$ cat src/rtl/guess_entry_buffer.sv
// guess_entry_buffer: collects stabilized symbol keystrokes into an N-digit
// guess, presents the completed guess to the comparator over a valid/ready
// handshake, counts accepted guesses and locks out after MAX_ATTEMPTS.
//
// Optional feature macro: ENTRY_CONFIRM_EN
//   undefined - the key that fills the last digit submits the guess
//   defined   - a full buffer waits for key_enter before it is submitted
//
// Ports:
//   CLOCK_50     in   system clock
//   reset        in   synchronous, active-high reset
//   key_valid    in   one-cycle pulse, key_sym holds a pressed symbol
//   key_sym      in   symbol value (SYM_W bits)
//   key_del      in   one-cycle pulse, backspace
//   key_enter    in   one-cycle pulse, submit (confirm build only)
//   new_game     in   one-cycle pulse, clear guess and attempts
//   guess_ready  in   comparator accepts the presented guess
//   guess_out    out  digit i at [i*SYM_W +: SYM_W], digit 0 entered first
//   guess_valid  out  completed guess presented
//   digit_count  out  digits currently entered
//   attempts     out  guesses accepted by the comparator (saturating)
//   locked       out  attempt limit reached
module guess_entry_buffer #(
   parameter int unsigned NUM_DIGITS   = 4,
   parameter int unsigned SYM_W        = 2,
   parameter int unsigned MAX_ATTEMPTS = 10,
   parameter int unsigned ATT_W        = 4,
   parameter int unsigned CNT_W        = $clog2(NUM_DIGITS + 1)
) (
   input  logic                        CLOCK_50,
   input  logic                        reset,
   input  logic                        key_valid,
   input  logic [SYM_W-1:0]            key_sym,
   input  logic                        key_del,
   input  logic                        key_enter,
   input  logic                        new_game,
   input  logic                        guess_ready,
   output logic [NUM_DIGITS*SYM_W-1:0] guess_out,
   output logic                        guess_valid,
   output logic [CNT_W-1:0]            digit_count,
   output logic [ATT_W-1:0]            attempts,
   output logic                        locked
);

   localparam int unsigned GUESS_W = NUM_DIGITS * SYM_W;
   localparam logic [CNT_W-1:0] FULL    = CNT_W'(NUM_DIGITS);
   localparam logic [CNT_W-1:0] LAST    = CNT_W'(NUM_DIGITS - 1);
   localparam logic [ATT_W-1:0] ATT_MAX = ATT_W'(MAX_ATTEMPTS);

   typedef enum logic [1:0] {
      ENTRY   = 2'd0,
      PRESENT = 2'd1,
      LOCKED  = 2'd2
   } state_t;

   state_t             state_q, state_d;
   logic [GUESS_W-1:0] guess_q, guess_d;
   logic [CNT_W-1:0]   count_q, count_d;
   logic [ATT_W-1:0]   att_q, att_d;
   logic               valid_q, locked_q;

`ifndef ENTRY_CONFIRM_EN
   // Auto-submit build has no use for the enter key.
   logic key_enter_unused;
   assign key_enter_unused = key_enter;
`endif

   // State and output registers; valid/locked mirror the next state so they
   // are registered, not decoded from state combinationally.
   always_ff @(posedge CLOCK_50) begin
      if (reset) begin
         state_q  <= ENTRY;
         guess_q  <= '0;
         count_q  <= '0;
         att_q    <= '0;
         valid_q  <= 1'b0;
         locked_q <= 1'b0;
      end else begin
         state_q  <= state_d;
         guess_q  <= guess_d;
         count_q  <= count_d;
         att_q    <= att_d;
         valid_q  <= (state_d == PRESENT);
         locked_q <= (state_d == LOCKED);
      end
   end

   // Next-state and datapath update.
   always_comb begin
      state_d = state_q;
      guess_d = guess_q;
      count_d = count_q;
      att_d   = att_q;

      if (new_game) begin
         state_d = ENTRY;
         guess_d = '0;
         count_d = '0;
         att_d   = '0;
      end else begin
         case (state_q)
            ENTRY: begin
               if (key_del) begin
                  // Backspace wins over a simultaneous symbol key.
                  if (count_q != '0) begin
                     for (int i = 0; i < int'(NUM_DIGITS); i++) begin
                        if (CNT_W'(i + 1) == count_q) begin
                           guess_d[i*SYM_W +: SYM_W] = '0;
                        end
                     end
                     count_d = count_q - CNT_W'(1);
                  end
               end else if (key_valid && (count_q < FULL)) begin
                  for (int i = 0; i < int'(NUM_DIGITS); i++) begin
                     if (CNT_W'(i) == count_q) begin
                        guess_d[i*SYM_W +: SYM_W] = key_sym;
                     end
                  end
                  count_d = count_q + CNT_W'(1);
`ifndef ENTRY_CONFIRM_EN
                  if (count_q == LAST) begin
                     state_d = PRESENT;
                  end
`endif
               end
`ifdef ENTRY_CONFIRM_EN
               else if (key_enter && (count_q == FULL)) begin
                  state_d = PRESENT;
               end
`endif
            end

            PRESENT: begin
               if (guess_ready) begin
                  att_d   = (att_q == ATT_MAX) ? att_q : att_q + ATT_W'(1);
                  guess_d = '0;
                  count_d = '0;
                  state_d = (att_d == ATT_MAX) ? LOCKED : ENTRY;
               end
            end

            LOCKED: begin
               guess_d = '0;
            end

            default: begin
               state_d = ENTRY;
            end
         endcase
      end
   end

   assign guess_out   = guess_q;
   assign guess_valid = valid_q;
   assign digit_count = count_q;
   assign attempts    = att_q;
   assign locked      = locked_q;

endmodule

$ cat config.mk
export PLATFORM = sky130hd
export DESIGN_NAME = guess_entry_buffer
export DESIGN_NICKNAME = d
export VERILOG_FILES = /design/src/rtl/guess_entry_buffer.sv
export SDC_FILE = /design/constraint.sdc
export NUM_CORES = 1
export LEC_CHECK = 0
export BUFFER_PORTS_ARGS = -buffer_cell sky130_fd_sc_hd__buf_2
export CAP_MARGIN = 20
export CORE_ASPECT_RATIO = 1.1
export CORE_MARGIN = 4
export CORE_UTILIZATION = 25
export CTS_CLUSTER_SIZE = 12
export DETAILED_ROUTE_END_ITERATION = 8
export SKIP_LAST_GASP = 1
export SLEW_MARGIN = 30
export SYNTH_ARGS = -nofsm -noshare
export SYNTH_HDL_FRONTEND = slang
export SYNTH_SLANG_ARGS = --single-unit
$ cat constraint.sdc
create_clock -name CLOCK_50 -period 5.4 [get_ports CLOCK_50]
set_clock_uncertainty 0.15 [all_clocks]
set_input_delay 1.08 -clock CLOCK_50 [delete_from_list [all_inputs] [get_ports CLOCK_50]]
set_output_delay 1.08 -clock CLOCK_50 [all_outputs]
set_load 0.005 [all_outputs]
Yosys cells after proc, flatten, opt, wreduce, memory -nomap -nowiden
Cells that the tools add are included.
{ "word_totals": {"register_bits": 19, "input_bits": 9, "out_inout_bits": 17, "wordCells": 74} }
{ "classes": {"add_sub_neg": 3, "magnitude_cmp": 1, "eq_ne": 22, "mux": 26, "n_reduce_logical": 13} }
{ "ops": {"columns": ["op", "n"], "rows": [
  ["2-to-1 mux 8 bit", 4],
  ["inequality test 3 bit, second input constant", 10],
  ["2-to-1 mux 2 bit", 14],
  ["one-hot mux 8 bit (3 select lines)", 1],
  ["AND reduction 6 bit", 4],
  ["2-to-1 mux 3 bit", 4],
  ["== test 4 bit, second input constant", 2],
  ["== test 2 x 3 -> 1 bit, first input constant", 2],
  ["one-hot mux 2 bit (3 select lines)", 1],
  ["one-hot mux 3 bit (2 select lines)", 1],
  ["nonzero test 3 bit", 2],
  ["adder 4 x 1 -> 4 bit, second input constant", 1],
  ["== test 2 x 1 -> 1 bit, second input constant", 2],
  ["== test 2 bit, second input constant", 2],
  ["2-to-1 mux 4 bit", 1],
  ["AND reduction 4 bit", 1],
  ["adder 3 x 1 -> 3 bit, second input constant", 1],
  ["== test 1 x 3 -> 1 bit, first input constant", 1],
  ["== test 3 x 2 -> 1 bit, second input constant", 1],
  ["== test 3 bit, first input constant", 1],
  ["zero test 3 bit", 1],
  ["< comparator 3 bit, second input constant", 1],
  ["subtractor 3 x 1 -> 3 bit, second input constant", 1],
  ["zero test 2 bit", 1],
  ["5 further kinds", 5]
]} }

Depth between registers and ports, before layout
Gate-level depths: netlist of run 1.
{ "depth": {"word_depth": 8, "depth_mapped": 7} }

Worst setup path after synthesis of run 1
OpenSTA, ideal clock, no wires.
{ "synth_path": {"path_kind": "input to register", "start": "in key_del", "end": "reg valid_q, in the netlist guess_valid", "setup_time_ns": 0.096, "arrival_time_ns": 1.993, "required_time_ns": 5.154, "slack_ns": 3.161, "path_stages": 5, "n_path_buf": 1, "cell_sequence": "buf_2 > and4bb_1 > nand3b_1 > o311a_1 > nor4b_1"} }
{ "synth_via": {"elab_chain_cells": 4} }
{ "synth_lines": {"columns": ["item", "line", "source"], "rows": [
  ["start: declaration", "34", "input logic key_del,"],
  ["2-to-1 mux 2 bit", "103", "if (key_del) begin"],
  ["one-hot mux 2 bit (3 select lines)", "101", "case (state_q)"],
  ["2-to-1 mux 2 bit", "95", "if (new_game) begin"],
  ["== test 2 x 1 -> 1 bit", "83", "valid_q <= (state_d == PRESENT);"],
  ["end signal: assignment", "83", null],
  ["end: declaration", "60", "logic valid_q, locked_q;"]
]} }
No other way between the ends.
A chain may end at the register's enable or synchronous reset.

Final worst setup path of run 1
{ "layout_path": {"start": "in key_del", "end": "reg guess_q[1], in the netlist guess_out[1]"} }
{ "layout_via": {"elab_chain_cells": 2, "elab_cells_between_ends": 7, "classes_between": "4 x eq/ne; 2 x mux; 1 x reduce/logical"} }
{ "layout_lines": {"columns": ["item", "line", "source"], "rows": [
  ["inequality test 3 bit (no source line) / 2-to-1 mux 8 bit (equally long branches)", null, null],
  ["AND reduction 6 bit (no source line) / one-hot mux 8 bit (3 select lines) (equally long branches)", null, null],
  ["end signal: assignment", "80", "guess_q <= guess_d;"],
  ["end: declaration", "57", "logic [GUESS_W-1:0] guess_q, guess_d;"]
]} }
Parallel ways exist; a longest one is shown, timed or not.

==> impl_metrics.csv, run 1 <==
group,metric,value,unit
floorplanning,die_h,80.2,um
worst_hold_path,hold_depth,2,
routing,avgViaCountPerCell,4.63,
logic_synthesis,synthFlopType,"dfxtp_1",
logic_synthesis,synth_sequential_area_ratio,32.1,%
cts,clk_pin_slew,0.08,ns
worst_hold_path,min_to,"guess_out[4]",
pwr,p_leak,0.653,nW
worst_setup_path,regToRegSetupSlack,3.25,ns
routing,drc,0,
routing,detail-route-antenna-nets,0,
timing,hold_viol_final,0,
worst_setup_path,r2r-start,"state_q[1]",
logic_synthesis,syn_area_per_cell,9.40,um^2
worst_setup_path,critical_path_arrival,2.29,ns
logic_synthesis,synth.top_cell.area_share,32.1,%
timing,period_minus_slack,2.30,ns
timing,timing.slew.headroom,59.9,%
cts,post_cts_buffers,0,
timing,rsz0062_at_grt,"no",
pwr,irDropWorstVdd,0.0805,mV
status,status,"complete, no violations",
routing,maxUsedRoutingLayer,"met4",
timing,fin_crit_sh,42.6,%
placed_design,globalplace.congestion,0.772,
floorplanning,die_w,73.6,um
timing,tns,0,ns
logic_synthesis,syn-instance-count,126,
logic_synthesis,synth_edf_count,0,
routing,post_drt_wl_per_cell,11.4,um
run,cap_violations,0,
routing,dr_wl_met3,166,um
worst_setup_path,cpMaxStageDelayCell,"a2111oi_4",
global_route,grt_pass1_vias,921,
timing,max_freq,435,MHz
global_route,antenna_found_initial,0,
finish,drive_above_1_share,26.5,%
routing,vias,958,
worst_setup_path,required,5.39,ns
worst_hold_path,worstHoldStart,"guess_out[4]",
cts,htreeDepth,1,
placed_design,port_buffers,24,
finish,nets,174,
logic_synthesis,yosysUniqueCellTypes,41,
global_route,grt_pass1_wl,4.20,mm
routing,dr.pass1.iters,4,
pwr,power_density,202,nW/um^2
cts,cts_tree,"yes",
worst_setup_path,cpLargestDelayFamily,"compound AO/OA/AOI/OAI gates",
timing,hold_ws,0.306,ns
worst_setup_path,critPathCaptureType,"register",
worst_setup_path,max_stage_delay,0.51,ns
cts,cts-resized-gates,0,
global_route,track_usage,8.95,%
worst_hold_path,min_path_type,"register to register",
routing,drt-total-wl,2.36,mm
worst_setup_path,critPathBufInv,1,
cts,ctsRootBufferMaster,"clkbuf_8",
cts,clock_latency,0.26,ns
routing,met2_length,917,um
finish,area_delta_synth_final,18.3,%
finish,num_antenna_cells,0,
logic_synthesis,synth_top_area_cell,"dfxtp_1",
logic_synthesis,async_flop_share,0,%
global_route,grt_max_degree,13,
logic_synthesis,synth_seq_cells,19,
worst_setup_path,start_kind,"primary input",
cts,holdBufCountCts,0,
logic_synthesis,synth_area_leaders,"dfxtp_1 32%, ha_1 14%, mux2i_1 8.4%",
worst_setup_path,path_cells,"buf_2 -> and4b_4 -> a2111oi_4 -> nand2_2 -> mux2i_1",
routing,wl_met1,1.23,mm
floorplanning,die_area,5910,um^2
worst_setup_path,crit_type,"primary input to register",
floorplanning,top_level_ports,26,
cts,cts.sinks,19,
worst_setup_path,worst-path-max-fanout,12,
floorplanning,core-area,4620,um^2
cts,numCtsBuffers,3,
global_route,overflow,0,
floorplanning,rows,26,
logic_synthesis,ys_warn_count,0,
timing,setup_violations,0,
worst_setup_path,reg2reg_depth,6,
routing,drtIter0Drc,19,
worst_setup_path,rr_endpoint,"guess_out[1]",
logic_synthesis,synth_area,1180,um^2
floorplanning,initial_core_util,25.7,%
placed_design,dp_hpwl,1.82,mm
logic_synthesis,synth_fp_nets,148,
cts,clockBufferDepth,2,
timing,slew_viol_final,0,
timing,tightestPinTransition,0.599,ns
[worst max-delay path by stage]
stage                       start            to  slack (ns)  cells past startpoint
after floorplan           key_del   guess_valid        3.16                      5
after global placement    key_del  guess_out[4]        2.85                      5
after detailed placement  key_del  guess_out[1]        2.84                      5
after CTS                 key_del  guess_out[1]        3.11                      5
after global routing      key_del  guess_out[5]        3.05                      5
final                     key_del  guess_out[1]        3.10                      5
[cell type report]
type | count | area (um^2)
Sequential cell | 19 | 380
Multi-Input combinational cell | 97 | 758
Inverter | 7 | 26.3
Tap cell | 56 | 70.1
Fill cell | 517 | 3220
Clock inverter | 1 | 5.00
Timing Repair Buffer | 24 | 120
Clock buffer | 3 | 41.3
[cell families after synthesis]
logic type                 after synthesis  share of synthesized area, %
xor gates and xnor gates                 3                          2.22
AOI/OAI and AO/OA                       25                          16.7
adders and majority gates               13                          13.7
buffers and inverters                   10                          3.91
DFF                                     19                          32.1
muxes                                   10                          8.45
and+or+nand+nor                         46                          22.9
[tightest hold or removal path, cell delays in order (launching register included)]
cell and delay (ns):
dfxtp_1 0.31, nand2_1 0.05, mux2i_1 0.05
[where the power goes]
part / switching (mW) / leakage (nW) / internal, mW / total (mW)
registers: 0.00239 / 0.153 / 0.142 / 0.144
clock network: 0.0485 / 0.0255 / 0.0513 / 0.0999
logic: 0.0203 / 0.475 / 0.0185 / 0.0388
[metal layers]
metal / GRT usage [%] / vias up
met5: 0 / -
met4: 3.44 / 0
li1: - / 498
met1: 12.3 / 429
met2: 12.9 / 26
met3: 2.75 / 5
[synth_stat cells (2+ instances only)]
cell	number
a211oi_1	3
a21oi_1	7
dfxtp_1	19
ha_1	13
inv_1	7
mux2i_1	10
nand2_1	14
nand2_2	3
nand2b_1	2
nand3_1	4
nor2_1	5
nor3_1	3
o21ai_0	5
o311a_1	2
or4_1	2
xnor2_1	2
[state kept, by name, summed over array words and instances, names as in the netlist]
name	count
attempts	4
digit_count	3
guess_out	8
guess_valid	1
locked	1
state_q	2
[layout by cell type, fill, tap and decap left out, types with 2 or more instances in the layout]
master / count
nand2_1: 14
nor3_1: 3
nand2_2: 3
clkbuf_8: 3
or4_1: 2
o21ai_0: 5
xnor2_1: 2
a21oi_1: 7
a211oi_1: 3
nor2_1: 5
ha_1: 13
o311a_1: 2
buf_2: 24
dfxtp_1: 19
inv_1: 7
mux2i_1: 10
nand2b_1: 2
nand3_1: 4
[stage by stage]
| step | power (mW) | cell area [um^2] | utilization, % | std cells | setup slack [ns] |
|---|---|---|---|---|---|
| 5_1_grt | 0.299 | 1400 | 30.3 | 207 | 3.05 |
| 2_1_floorplan | 0.176 | 1180 | - | 126 | 3.16 |
| 4_1_cts | 0.287 | 1400 | 30.3 | 207 | 3.11 |
| 3_5_place_dp | 0.186 | 1360 | 29.3 | 203 | 2.84 |
| 6_report | 0.283 | 1400 | 30.3 | 207 | 3.10 |
| 3_3_place_gp | 0.186 | 1360 | 29.3 | 203 | 2.85 |
Note: power is estimated with default switching activity, not from simulation.
==> run 2: changes to the inputs <==
==> constraint.sdc (replaced) <==
create_clock -name CLOCK_50 -period 2.4 [get_ports CLOCK_50]
set_clock_uncertainty 0.15 [all_clocks]
set_input_delay 0.48 -clock CLOCK_50 [delete_from_list [all_inputs] [get_ports CLOCK_50]]
set_output_delay 0.48 -clock CLOCK_50 [all_outputs]
set_load 0.005 [all_outputs]
==> impl_metrics.csv, run 2 (synthesized netlist as in run 1, its figures left out) <==
group,metric,value,unit
timing,tightestPinTransition,0.570,ns
finish,final_cell_mix,"24 x buf_2, 19 x dfxtp_1, 14 x nand2_1, 13 x ha_1, 10 x mux2i_1",
cts,numCtsBuffers,3,
finish,final_common_cell,"buf_2",
finish,area_delta_synth_final,19.4,%
worst_setup_path,regToRegSetupSlack,0.35,ns
cts,cts_tree,"yes",
finish,nets,176,
global_route,busiest_layer,"met2",
global_route,overflow,0,
floorplanning,core-area,4620,um^2
pwr,finalPower,0.630,mW
run,cap_violations,0,
timing,postLayoutSetupSlackWorst,0.351,ns
pwr,power_density,445,nW/um^2
timing,fin_crit_sh,85.4,%
finish,drive_above_1_share,26.8,%
global_route,grt_use_met2,15.0,%
routing,drtIter0Drc,31,
pwr,sequentialPowerShare,51.6,%
routing,avgViaCountPerCell,4.62,
timing,hold_ws,0.307,ns
cts,holdBufCountCts,0,
global_route,grt_use_met3,2.38,%
cts,clk_pin_slew,0.07,ns
routing,vias,966,
routing,post_drt_wl_per_cell,11.8,um
cts,clockBufferDepth,2,
worst_setup_path,start_kind,"register",
cts,cts.sinks,19,
placed_design,globalplace.congestion,0.781,
timing,tns,0,ns
floorplanning,initial_core_util,25.7,%
worst_setup_path,critPathCaptureType,"register",
placed_design,placed_area,1370,um^2
cts,post_cts_buffers,0,
finish,fin_area,1420,um^2
finish,finish.utilization,30.6,%
placed_design,port_buffers,24,
cts,ctsRootBufferMaster,"clkbuf_8",
routing,detail-route-antenna-nets,0,
placed_design,place_ws,0.342,ns
timing,slew_viol_final,0,
routing,dr.pass1.iters,4,
timing,period_minus_slack,2.05,ns
timing,timing.slew.headroom,61.8,%
worst_setup_path,rr_endpoint,"digit_count[1]",
worst_hold_path,worstHoldStart,"guess_out[2]",
worst_setup_path,critical_path_arrival,2.08,ns
worst_hold_path,min_to,"guess_out[2]",
floorplanning,die_h,80.2,um
cts,htreeDepth,1,
pwr,p_clk_share,34.6,%
pwr,pwr-share-comb,13.8,%
worst_hold_path,min_path_type,"register to register",
worst_setup_path,worst-path-max-fanout,6,
pwr,irDropWorstVdd,0.197,mV
worst_hold_path,hold_depth,2,
worst_setup_path,reg2reg_depth,6,
floorplanning,die_w,73.6,um
cts,cts-resized-gates,0,
routing,drt-total-wl,2.47,mm
global_route,grt_pass1_wl,4.33,mm
timing,setup_violations,0,
global_route,grtUsageMet1,11.6,%
worst_setup_path,crit_type,"register to register",
finish,multi_input_area,758,um^2
placed_design,dp_hpwl,1.93,mm
timing,hold_viol_final,0,
routing,drc,0,
cts,clock_latency,0.25,ns
floorplanning,die_area,5910,um^2
placed_design,dp.cells,205,
worst_setup_path,required,2.44,ns
worst_setup_path,r2r-start,"state_q[1]",
timing,rsz0062_at_grt,"no",
global_route,track_usage,9.10,%
pwr,p_leak,0.660,nW
floorplanning,top_level_ports,26,
global_route,antenna_found_initial,0,
floorplanning,rows,26,
status,status,"complete, no violations",
timing,max_freq,488,MHz
global_route,grt_max_degree,13,
finish,nFillCells,501,
finish,num_antenna_cells,0,
finish,finalNonFillerCells,209,
global_route,grt_pass1_vias,954,
pwr,internal_power,0.479,mW
pwr,switching_power,0.151,mW
pwr,switching_share,24.0,%
finish,largest_reg_flops,8,
finish,seqCellArea,380,um^2
[run 2: cell count changes in the layout (fill, tap and decap cells not counted), sizes merged]
cell,previous run,this run
buf,24,26
clkbuf,3,4
clkinv,1,0
[run 2: power by group through the flow]
stage / Sequential, mW / Clock, mW / Combinational (mW)
finish: 0.325 / 0.218 / 0.0868
floorplan: 0.331 / 0 / 0.0652
detailed placement: 0.332 / 0 / 0.0876
global placement: 0.332 / 0 / 0.0872
global route: 0.326 / 0.242 / 0.0976
CTS: 0.325 / 0.229 / 0.0881
[run 2: critical path, cell delays in order, from the launching register on]
cell and delay, ns:
dfxtp_1 0.42, inv_1 0.09, ha_1 0.23, nor2b_1 0.20, a21o_1 0.23, or4_1 0.51
a21oi_1 0.15
[run 2: how the worst max path moves through the flow]
| stage | start | to | slack [ns] | depth (start not counted) |
|---|---|---|---|---|
| final | state_q[1] | digit_count[1] | 0.35 | 6 |
| after global placement | state_q[0] | guess_out[4] | 0.36 | 6 |
| after CTS | digit_count[0] | guess_out[1] | 0.31 | 6 |
| after global routing | state_q[0] | guess_out[4] | 0.19 | 6 |
| after floorplan | state_q[1] | digit_count[1] | 0.45 | 7 |
| after detailed placement | digit_count[0] | guess_out[4] | 0.34 | 6 |
[run 2: per-layer routing]
metal	wire (um)	part of all wire, %	vias up
met2	1060	43	25
met3	169	6.9	2
met4	21	0.85	0
met5	0	0	-
met1	1210	49	435
li1	-	-	504
[run 2: cell type report]
cell class              instances  area share [%]
multi-input cells              97            53.6
flip-flops and latches         19            26.9
repair buffers                 26            9.55
well taps                      56            4.95
clock buffers                   4            3.18
inverters                       7            1.86
==> run 3: changes to the inputs <==
--- a/config.mk
+++ b/config.mk
@@ -5,13 +5,15 @@
 export SDC_FILE = /design/constraint.sdc
 export NUM_CORES = 1
 export LEC_CHECK = 0
-export BUFFER_PORTS_ARGS = -buffer_cell sky130_fd_sc_hd__buf_2
+export BUFFER_PORTS_ARGS = -buffer_cell sky130_fd_sc_hd__buf_4
 export CAP_MARGIN = 20
 export CORE_ASPECT_RATIO = 1.1
 export CORE_MARGIN = 4
 export CORE_UTILIZATION = 25
 export CTS_CLUSTER_SIZE = 12
 export DETAILED_ROUTE_END_ITERATION = 8
+export GPL_ROUTABILITY_DRIVEN = 0
+export SKIP_CTS_REPAIR_TIMING = 1
 export SKIP_LAST_GASP = 1
 export SLEW_MARGIN = 30
 export SYNTH_ARGS = -nofsm -noshare
==> impl_metrics.csv, run 3 (synthesized netlist as in run 1, its figures left out) <==
group,metric,value,unit
pwr,p_leak,0.667,nW
global_route,grt_max_degree,13,
timing,fin_crit_sh,85.8,%
timing,hold_ws,0.309,ns
status,status,"complete, no violations",
global_route,track_usage,8.97,%
cts,clockBufferDepth,2,
finish,drive_above_1_share,27.5,%
finish,area_delta_synth_final,24.6,%
worst_hold_path,hold_depth,2,
worst_setup_path,cpLargestDelayFamily,"simple AND/OR/NAND/NOR gates",
pwr,power_density,435,nW/um^2
routing,dr.pass1.iters,4,
global_route,grt_pass1_vias,931,
routing,detail-route-antenna-nets,0,
worst_setup_path,max_stage_delay,0.51,ns
finish,nFillCells,500,
timing,setup_violations,0,
routing,post_drt_wl_per_cell,11.8,um
run,cap_violations,0,
cts,clock_latency,0.26,ns
finish,final_cell_mix,"26 x buf_4, 19 x dfxtp_1, 14 x nand2_1, 13 x ha_1, 10 x mux2i_1",
worst_setup_path,required,2.44,ns
timing,tightestPinTransition,0.589,ns
floorplanning,core-area,4620,um^2
cts,cts.sinks,19,
worst_setup_path,worst-path-max-fanout,6,
finish,num_antenna_cells,0,
placed_design,dp_hpwl,1.91,mm
routing,drc,0,
routing,drt-total-wl,2.46,mm
floorplanning,rows,26,
floorplanning,initial_core_util,25.7,%
cts,numCtsBuffers,3,
routing,vias,954,
global_route,antenna_found_initial,0,
worst_setup_path,r2r-start,"state_q[1]",
timing,period_minus_slack,2.06,ns
pwr,finalPower,0.642,mW
worst_setup_path,rr_endpoint,"digit_count[1]",
worst_setup_path,path_cells,"inv_1 -> ha_1 -> nor2b_1 -> a21o_1 -> or4_1 -> a21oi_1",
global_route,overflow,0,
finish,seqCellArea,380,um^2
timing,hold_viol_final,0,
routing,drtIter0Drc,28,
floorplanning,die_h,80.2,um
worst_hold_path,min_path_type,"register to register",
timing,timing.slew.headroom,60.6,%
timing,slew_viol_final,0,
worst_setup_path,regToRegSetupSlack,0.34,ns
finish,fin_area,1480,um^2
placed_design,placed_area,1430,um^2
worst_hold_path,min_to,"guess_out[0]",
finish,finalNonFillerCells,209,
worst_setup_path,critical_path_arrival,2.10,ns
timing,rsz0062_at_grt,"no",
cts,clk_pin_slew,0.07,ns
cts,cts_tree,"yes",
worst_setup_path,critPathBufInv,1,
placed_design,dp.cells,205,
worst_setup_path,crit_type,"register to register",
worst_setup_path,cpMaxStageDelayCell,"or4_1",
timing,max_freq,486,MHz
floorplanning,die_w,73.6,um
placed_design,port_buffers,24,
worst_hold_path,worstHoldStart,"guess_out[0]",
worst_setup_path,reg2reg_depth,6,
floorplanning,top_level_ports,26,
cts,htreeDepth,1,
cts,ctsRootBufferMaster,"clkbuf_8",
timing,tns,0,ns
routing,avgViaCountPerCell,4.56,
finish,multi_input_area,758,um^2
worst_setup_path,critPathCaptureType,"register",
finish,final_common_cell,"buf_4",
floorplanning,die_area,5910,um^2
global_route,grt_pass1_wl,4.25,mm
worst_setup_path,start_kind,"register",
finish,largest_reg_flops,8,
finish,nets,176,
pwr,irDropWorstVdd,0.208,mV
run 3: cell count changes in the layout (fill, tap and decap cells not counted), sizes merged:
cell,change
clkinv,+1
clkbuf,-1
run 3: worst max path at each step:
stage | from | cells past startpoint | endpoint | slack, ns
5_1_grt | digit_count[0] | 6 | guess_out[4] | 0.18
3_3_place_gp | state_q[0] | 6 | guess_out[4] | 0.36
6_report | state_q[1] | 6 | digit_count[1] | 0.34
3_5_place_dp | digit_count[0] | 6 | guess_out[1] | 0.35
4_1_cts | state_q[1] | 6 | digit_count[1] | 0.32
2_1_floorplan | state_q[1] | 7 | digit_count[1] | 0.45
run 3: cell type report:
cell class | instances | area share [%]
clock inverter | 1 | 0.339
multi-input combinational | 97 | 51.4
inverter | 7 | 1.78
clock buffer | 3 | 2.80
sequential | 19 | 25.8
tap | 56 | 4.75
timing repair buffer | 26 | 13.2
run 3: worst reg2reg max path: stages, from the launching register on:
cell and delay (ns):
dfxtp_1 0.42, inv_1 0.09, ha_1 0.23, nor2b_1 0.21
a21o_1 0.24, or4_1 0.51, a21oi_1 0.15
run 3: layer usage:
metal	vias to the layer above	global-route usage [%]	wire length [um]
li1	500	-	-
met1	429	12.0	1210
met2	23	13.8	1050
met3	2	2.13	169
met4	0	3.26	30
met5	-	0	0
run 3: metrics by stage:
| step | utilization (%) | setup WS, ns |
|---|---|---|
| 2_1_floorplan | - | 0.453 |
| 5_1_grt | 32.0 | 0.185 |
| 3_5_place_dp | 31.0 | 0.350 |
| 4_1_cts | 32.0 | 0.323 |
| 3_3_place_gp | 31.0 | 0.361 |
| 6_report | 32.0 | 0.341 |
run 3: where the power goes:
part	internal (mW)	switching [mW]	total (mW)	leakage, nW
clock	0.115	0.110	0.226	0.0255
combinational	0.0467	0.0450	0.0917	0.488
sequential	0.319	0.00558	0.325	0.153
total	0.481	0.161	0.642	0.667
